<file path="src/rtl/clk_stop_ctrl.sv">
// Clock-stop controller: drains outstanding memory ops after HLT, stops the core
// clock gate, and sequences the resume_n pulse when a wake source appears.
module clk_stop_ctrl #(
   parameter int DRAIN_TIMEOUT = 255,
   parameter int WAKE_CYCLES   = 2
) (
   input  logic       clk,
   input  logic       rst,
   input  logic       hlt_req,
   input  logic       mem_issue,
   input  logic       mem_done,
   input  logic       intr,
   input  logic       intr_en,
   input  logic       nmi,
   input  logic       ext_resume,
   output logic       stop,
   output logic       resume_n,
   output logic       halted,
   output logic       wake_ack,
   output logic [1:0] wake_cause,
   output logic       hlt_abort,
   output logic       err
);

   typedef enum logic [1:0] {
      S_RUN,
      S_DRAIN,
      S_STOPPED,
      S_WAKE
   } state_t;

   localparam logic [7:0] TMO_LAST  = 8'(DRAIN_TIMEOUT - 1);
   localparam logic [3:0] WAKE_LOAD = 4'(WAKE_CYCLES);

   localparam logic [1:0] CAUSE_NONE = 2'b00;
   localparam logic [1:0] CAUSE_NMI  = 2'b01;
   localparam logic [1:0] CAUSE_INTR = 2'b10;
   localparam logic [1:0] CAUSE_EXT  = 2'b11;

   // Returns {error, new_count}: saturates at 15, floors at 0, flags either bound.
   function automatic logic [4:0] oc_step(input logic [3:0] cur, input logic inc,
                                          input logic dec);
      logic [4:0] r;
      r = {1'b0, cur};
      if (inc && !dec) begin
         if (cur == 4'd15) r[4] = 1'b1;
         else              r[3:0] = cur + 4'd1;
      end else if (dec && !inc) begin
         if (cur == 4'd0) r[4] = 1'b1;
         else             r[3:0] = cur - 4'd1;
      end
      return r;
   endfunction

   state_t     state;
   logic [3:0] oc;
   logic [7:0] drain_tmr;
   logic [3:0] wake_cnt;
   logic [1:0] cause_q;

   logic       wake;
   logic [1:0] wake_src;
   logic [3:0] oc_nxt;
   logic       oc_err;

   always_comb begin
      wake     = nmi | (intr & intr_en) | ext_resume;
      wake_src = CAUSE_NONE;
      if (nmi)                 wake_src = CAUSE_NMI;
      else if (intr & intr_en) wake_src = CAUSE_INTR;
      else if (ext_resume)     wake_src = CAUSE_EXT;
      {oc_err, oc_nxt} = oc_step(oc, mem_issue, mem_done);
   end

   always_ff @(posedge clk) begin
      if (rst) begin
         state      <= S_RUN;
         oc         <= 4'd0;
         drain_tmr  <= 8'd0;
         wake_cnt   <= 4'd0;
         cause_q    <= CAUSE_NONE;
         stop       <= 1'b0;
         resume_n   <= 1'b1;
         halted     <= 1'b0;
         wake_ack   <= 1'b0;
         wake_cause <= CAUSE_NONE;
         hlt_abort  <= 1'b0;
         err        <= 1'b0;
      end else begin
         oc         <= oc_nxt;
         wake_ack   <= 1'b0;
         wake_cause <= CAUSE_NONE;
         hlt_abort  <= 1'b0;
         if (oc_err) err <= 1'b1;

         case (state)
            S_RUN: begin
               if (hlt_req) begin
                  state     <= S_DRAIN;
                  drain_tmr <= 8'd0;
               end
            end

            S_DRAIN: begin
               drain_tmr <= drain_tmr + 8'd1;
               // A pending wake cancels the halt even if draining just finished.
               if (wake) begin
                  state     <= S_RUN;
                  hlt_abort <= 1'b1;
               end else if (oc_nxt == 4'd0 && !mem_issue) begin
                  state  <= S_STOPPED;
                  stop   <= 1'b1;
                  halted <= 1'b1;
               end else if (drain_tmr == TMO_LAST) begin
                  state  <= S_STOPPED;
                  stop   <= 1'b1;
                  halted <= 1'b1;
                  err    <= 1'b1;
               end
            end

            S_STOPPED: begin
               if (mem_issue) err <= 1'b1;
               if (wake) begin
                  state    <= S_WAKE;
                  cause_q  <= wake_src;
                  wake_cnt <= WAKE_LOAD;
                  stop     <= 1'b0;
                  resume_n <= 1'b0;
               end
            end

            S_WAKE: begin
               // Runs to completion regardless of the wake level.
               wake_cnt <= wake_cnt - 4'd1;
               if (wake_cnt == 4'd1) begin
                  state      <= S_RUN;
                  resume_n   <= 1'b1;
                  halted     <= 1'b0;
                  wake_ack   <= 1'b1;
                  wake_cause <= cause_q;
               end
            end

            default: state <= S_RUN;
         endcase
      end
   end

endmodule

</file>
<file path="config.mk">
export PLATFORM = sky130hd
export DESIGN_NAME = clk_stop_ctrl
export DESIGN_NICKNAME = d
export VERILOG_FILES = /design/src/rtl/clk_stop_ctrl.sv
export SDC_FILE = /design/constraint.sdc
export NUM_CORES = 1
export LEC_CHECK = 0
export CAP_MARGIN = 20
export CORE_ASPECT_RATIO = 0.8
export CORE_MARGIN = 4
export CORE_UTILIZATION = 55
export DETAILED_ROUTE_END_ITERATION = 6
export PLACE_DENSITY = 0.75
export SYNTH_ARGS = -nofsm -noshare
export SYNTH_HDL_FRONTEND = slang
export SYNTH_SLANG_ARGS = --single-unit
</file>
<file path="constraint.sdc">
create_clock -name clk -period 2.2 [get_ports clk]
set_input_delay 0.44 -clock clk [delete_from_list [all_inputs] [get_ports clk]]
set_output_delay 0.44 -clock clk [all_outputs]
set_load 0.05 [all_outputs]
</file>
# [Word-level counts from Yosys, hierarchy flattened]
# Index checks and enable logic that the tools add are counted.
[op_classes] mux=37 reduce_logical=22 bitwise_logic=6 n_eq_ne=12 n_addsub=4
[op_table] cell="$mux 2" n=9
[op_table] cell="$pmux 8 s2" n=1
[op_table] cell="$mux 1" n=15
[op_table] cell="$mux 4" n=3
[op_table] cell="$reduce_and 4->1" n=3
[op_table] cell="$mux 5" n=2
[op_table] cell="$add 8x1->8 const B" n=1
[op_table] cell="$eq 8x8->1 const B" n=1
[op_table] cell="$logic_not 4->1" n=2
[op_table] cell="$mux 8" n=1
[op_table] cell="$ne 2x2->1 const B" n=4
[op_table] cell="$pmux 1 s2" n=4
[op_table] cell="$pmux 2 s4" n=1
[op_table] cell="$pmux 4 s2" n=1
[op_table] cell="$reduce_bool 2->1" n=4
[op_table] cell="$sub 4x1->4 const B" n=2
[op_table] cell="$reduce_and 2->1" n=3
[op_table] cell="$add 4x1->4 const B" n=1
[op_table] cell="$eq 2x2->1 const B" n=2
[op_table] cell="$eq 4x1->1 const B" n=1
[op_table] cell="$eq 4x4->1 const B" n=1
[op_table] cell="$ne 4x4->1 const B" n=1
[op_table] cell="$reduce_or 2->1" n=2
[op_table] cell="$logic_and 1x1->1" n=3
[op_table] cell="9 further kinds" n=13
[word_totals] elab_cells=93 out_inout_bits=8 register_bits=28 input_bits=9

# [Logic depth before layout (Yosys ltp)]
[depth] depth_word=9 mapped_depth=8

# [Least setup slack after synthesis]
# No wires, ideal clock.
[synth_path] kind="reg2reg" start="reg oc[0]" end="reg halted" t_arrival_ns=1.937 path_stages_with_launch=9 setup_slack_ns=0.143 cell_sequence="dfxtp_1 inv_1 ha_1 or3b_1 and2_4 o41ai_2 a31o_1 nor2_1 o31a_1"
[synth_via] elab_chain_len=9 elab_cells_between_ends=15 classes_between="2 x add/sub; 2 x eq/ne; 7 x mux; 4 x reduce/logical"
[synth_rtl] item="from (decl)" line="56" source="logic [3:0] oc;"
[synth_rtl] item="from (signal assigned)" line="90" source="oc <= oc_nxt;"
[synth_rtl] item="$sub 4x1->4 / $logic_not 4->1 (equally long branches)" line="50, 49"
[synth_rtl] item="$mux 4" line="49" source="if (cur == 4'd0) r[4] = 1'b1;"
[synth_rtl] item="$mux 5" line="48" source="end else if (dec && !inc) begin"
[synth_rtl] item="$mux 5 (*)" line="45" source="if (inc && !dec) begin"
[synth_rtl] item="$logic_not 4->1 (*)" line="110" source="end else if (oc_nxt == 4'd0 && !mem_issue) begin"
[synth_rtl] item="$logic_and 1x1->1 (*)" line="110"
[synth_rtl] item="$mux 1" line="110"
[synth_rtl] item="$mux 1" line="107" source="if (wake) begin"
[synth_rtl] item="$pmux 1 s2" line="96" source="case (state)"
[synth_rtl] item="to (signal assigned)" line="113" source="halted <= 1'b1;"
[synth_rtl] item="to (signal assigned)" line="117" source="halted <= 1'b1;"
[synth_rtl] item="to (signal assigned)" line="139" source="halted <= 1'b0;"
[synth_rtl] item="to (decl)" line="18" source="output logic halted,"
# Mark *: on every way between the ends. The rest lies on a longest branch, timed or not. The select of a mux whose other input is x is not followed.
# A chain may end at the register's enable or synchronous reset.

# [Worst setup path after layout]
[layout_path] start="in mem_done" end="reg halted"
[layout_via] elab_chain_len=8 elab_cells_between_ends=12 classes_between="1 x eq/ne; 5 x mux; 6 x reduce/logical"
[layout_rtl] item="from (decl)" line="11" source="input logic mem_done,"
[layout_rtl] item="$logic_and 1x1->1 / $logic_not 1->1 (equally long branches)" line="48, 45"
[layout_rtl] item="$mux 5 / $logic_and 1x1->1 (equally long branches)" line="48, 45"
[layout_rtl] item="$mux 5 (*)" line="45"
[layout_rtl] item="$logic_not 4->1 (*)" line="110"
[layout_rtl] item="$logic_and 1x1->1 (*)" line="110"
[layout_rtl] item="$mux 1" line="110"
[layout_rtl] item="$mux 1" line="107"
[layout_rtl] item="$pmux 1 s2" line="96"
# Marks and branches as above.

==> results_dict.tcl <==
set metrics [dict create \
    setup_viol 0 \
    area_delta_synth_final_pct 28.7 \
    regArea_um2 568 \
    total_power_mw 1.70 \
    pwr-share-comb 0.429 \
    ys_ff_latch 28 \
    swShare 0.355 \
    hold_path.startpoint "cause_q[1]" \
    crit_path_max_incr_delay_ps 520 \
    worst_setup_path_end_kind "register" \
    grt_pass1_wl_mm 6.15 \
    antenna_found_initial 0 \
    synth_edf_count 0 \
    period_minus_slack_ps 2180 \
    rsz0062_at_grt "true" \
    cts_buffers 3 \
    die_w_um 67.2 \
    crit_buf_inv 1 \
    ff2ff_setup_slack_ps 30 \
    clkTransAtPathRegs_ps 140 \
    final_cell_area_um2 1990 \
    most-common-layout-cells "dfxtp_1, nand2_1, nor2_1" \
    clock_latency_ps 340 \
    seq_area_frac_synth 0.363 \
    p_sw_uw 602 \
    layout.nets 243 \
    clockBufferDepth 2 \
    power.leakage_nw 0.751 \
    io_buffer_count 16 \
    drive_above_1_share 0.166 \
    maxCapViolCount 0 \
    worstPathCellList "clkdlybuf4s50_1, or4b_4, o221ai_1, a31o_1, nor2_1, o31a_1" \
    via_per_inst 5.85 \
    timing.rr.end "halted" \
    critical_path_required_ps 2440 \
    reg2regPathDepth 9 \
    core_um2 2560 \
    skew_ps 9.22 \
    grt.overflow.total 0 \
    powerDensity_nw_per_um2 854 \
    timing.hold.ws_ps 476 \
    path_delay_family "compound AO/OA/AOI/OAI gates" \
    timing.rr.start "oc[1]" \
    seqPwrFrac 0.370 \
    die_h_um 55.4 \
    min_path_type "register to register" \
    period_share 0.989 \
    worstPathArrival_ps 2420 \
    placementRows 16 \
    timing.final.ws_setup_ps 23.7 \
    wl_per_cell_um 15.0 \
    cellInternalPower_mw 1.09 \
    placed_area_um2 1840 \
    status "complete, no violations" \
    grt_use_met3 0.0426 \
    vdd_ir_drop_max_v 0.000548 \
    synth_nets 208 \
    htree_levels 1 \
    worst_pin_slew_ps 530 \
    ctsHoldBuffers 0 \
    top_usage_layer "met2" \
    synthArstFlopShare 0 \
    fill_cells 192 \
    synth_ff_type "dfxtp_1" \
    syn_inst 189 \
    finalHoldViolCount 0 \
    diodes 0 \
    ant_nets 0 \
    layout_commonest_cell "dfxtp_1" \
    io_pins 17 \
    grt_max_degree 17 \
    finalSetupTns_ps 0 \
    grt_use_met2 0.333 \
    pre_cts_slack_ps -307 \
    syn_area_per_cell_um2 8.16 \
    drt_pass1_iterations 4 \
    grt_pass1_vias 1477 \
    numClockSinks 28 \
    final_core_util 0.775 \
    drc 0 \
    start_kind "primary input" \
    die_area_um2 3720 \
    drt-initial-drc-count 106 \
    relSlewSlack 0.643 \
    cp_slowest_cell "clkdlybuf4s50_1" \
    vias 1516 \
    maxSlewViolCount 0 \
    hold_depth 1 \
    synth_area_um2 1540 \
    max_freq_mhz 459 \
    yosys_warnings 0 \
    tritoncts "done" \
    instances_no_fill 259 \
    multi_input_area_um2 961 \
    worstSetupPathType "primary input to register" \
    ys_types 43 \
    dp_hpwl_mm 2.71 \
    clkPwrFrac 0.202 \
    min_to "wake_cause[1]" \
    grt_use_total 0.206 \
    place_inst 250 \
    place_congestion 0.869 \
    grt_util_met1 0.278 \
    crit_fanout 4 \
    wl_mm 3.89 \
    cts_root_buf "clkbuf_4" \
    initial_core_util 0.602 \
]
[power groups by stage]
stage               clock, mW  sequential (mW)  combinational (mW)
global route            0.371            0.634               0.789
global placement            0            0.617               0.544
finish                  0.342            0.627               0.727
CTS                     0.346            0.611               0.572
detailed placement          0            0.621               0.566
floorplan                   0            0.656               0.349
[sequential cells by signal, indices dropped and copies added, names as in the netlist, 2 cells and up, named ones only]
register	count
wake_cnt	4
oc	4
cause_q	2
drain_tmr	8
wake_cause	2
[what timing repair did]
action | CTS | global route
buffers inserted | 0 | 5
setup endpoints to repair | 0 | 5
resized for setup | 0 | 15
[worst max path at each step]
stage	from	endpoint	cells after the start
after floorplan	oc[0]	halted	8
after global placement	mem_done	halted	7
after detailed placement	mem_done	halted	7
after CTS	oc[1]	halted	9
after global routing	oc[1]	stop	9
final	mem_done	halted	6
[cell usage after synthesis, drive strengths merged (2+ instances only)]
cell      n  share of area
a2111oi   2          0.012
a211oi    6          0.029
a21oi    11          0.036
a221oi    2          0.015
a22oi     3          0.015
a311oi    2          0.011
a31oi     3          0.012
and2      3          0.014
and3      3          0.012
clkbuf    3         0.0073
dfxtp    28           0.36
ha       10          0.081
inv      13          0.032
mux2i     3          0.019
nand2    24          0.058
nand3     4          0.013
nand4     6          0.024
nor2     22          0.054
nor2b     2         0.0081
nor3      7          0.026
nor3b     2         0.0097
o21ai     9          0.029
o31ai     2         0.0097
or3       2         0.0081
xor2      3          0.017
[final cells by class]
type	instances	area share
inverter	13	0.0258
timing repair buffer	34	0.155
clock inverter	1	0.0151
multi-input combinational	144	0.484
tap	36	0.0227
clock buffer	3	0.0113
sequential	28	0.286
[worst reg2reg max path, stage by stage, from the launching register on]
cell and delay (ps):
dfxtp_4 400, inv_4 70, ha_4 130, or3b_4 380, buf_4 150, nand4_1 110
o41ai_4 100, a31o_1 270, nor3b_1 150, o31a_1 300
[routing by layer]
| metal | share of wire | vias up |
|---|---|---|
| met5 | 0 | - |
| met4 | 0.016 | 0 |
| met3 | 0.050 | 11 |
| met2 | 0.48 | 52 |
| met1 | 0.45 | 710 |
| li1 | - | 743 |
[cell families after synthesis]
group,share of synthesized area
AO/OA/AOI/OAI,0.215
XOR/XNOR,0.0227
adder cells (fa/ha/maj),0.0811
buffers and inverters,0.0438
flip-flops,0.363
multiplexers,0.0195
AND/OR/NAND/NOR,0.255
Power figures use the tool's default switching activity.
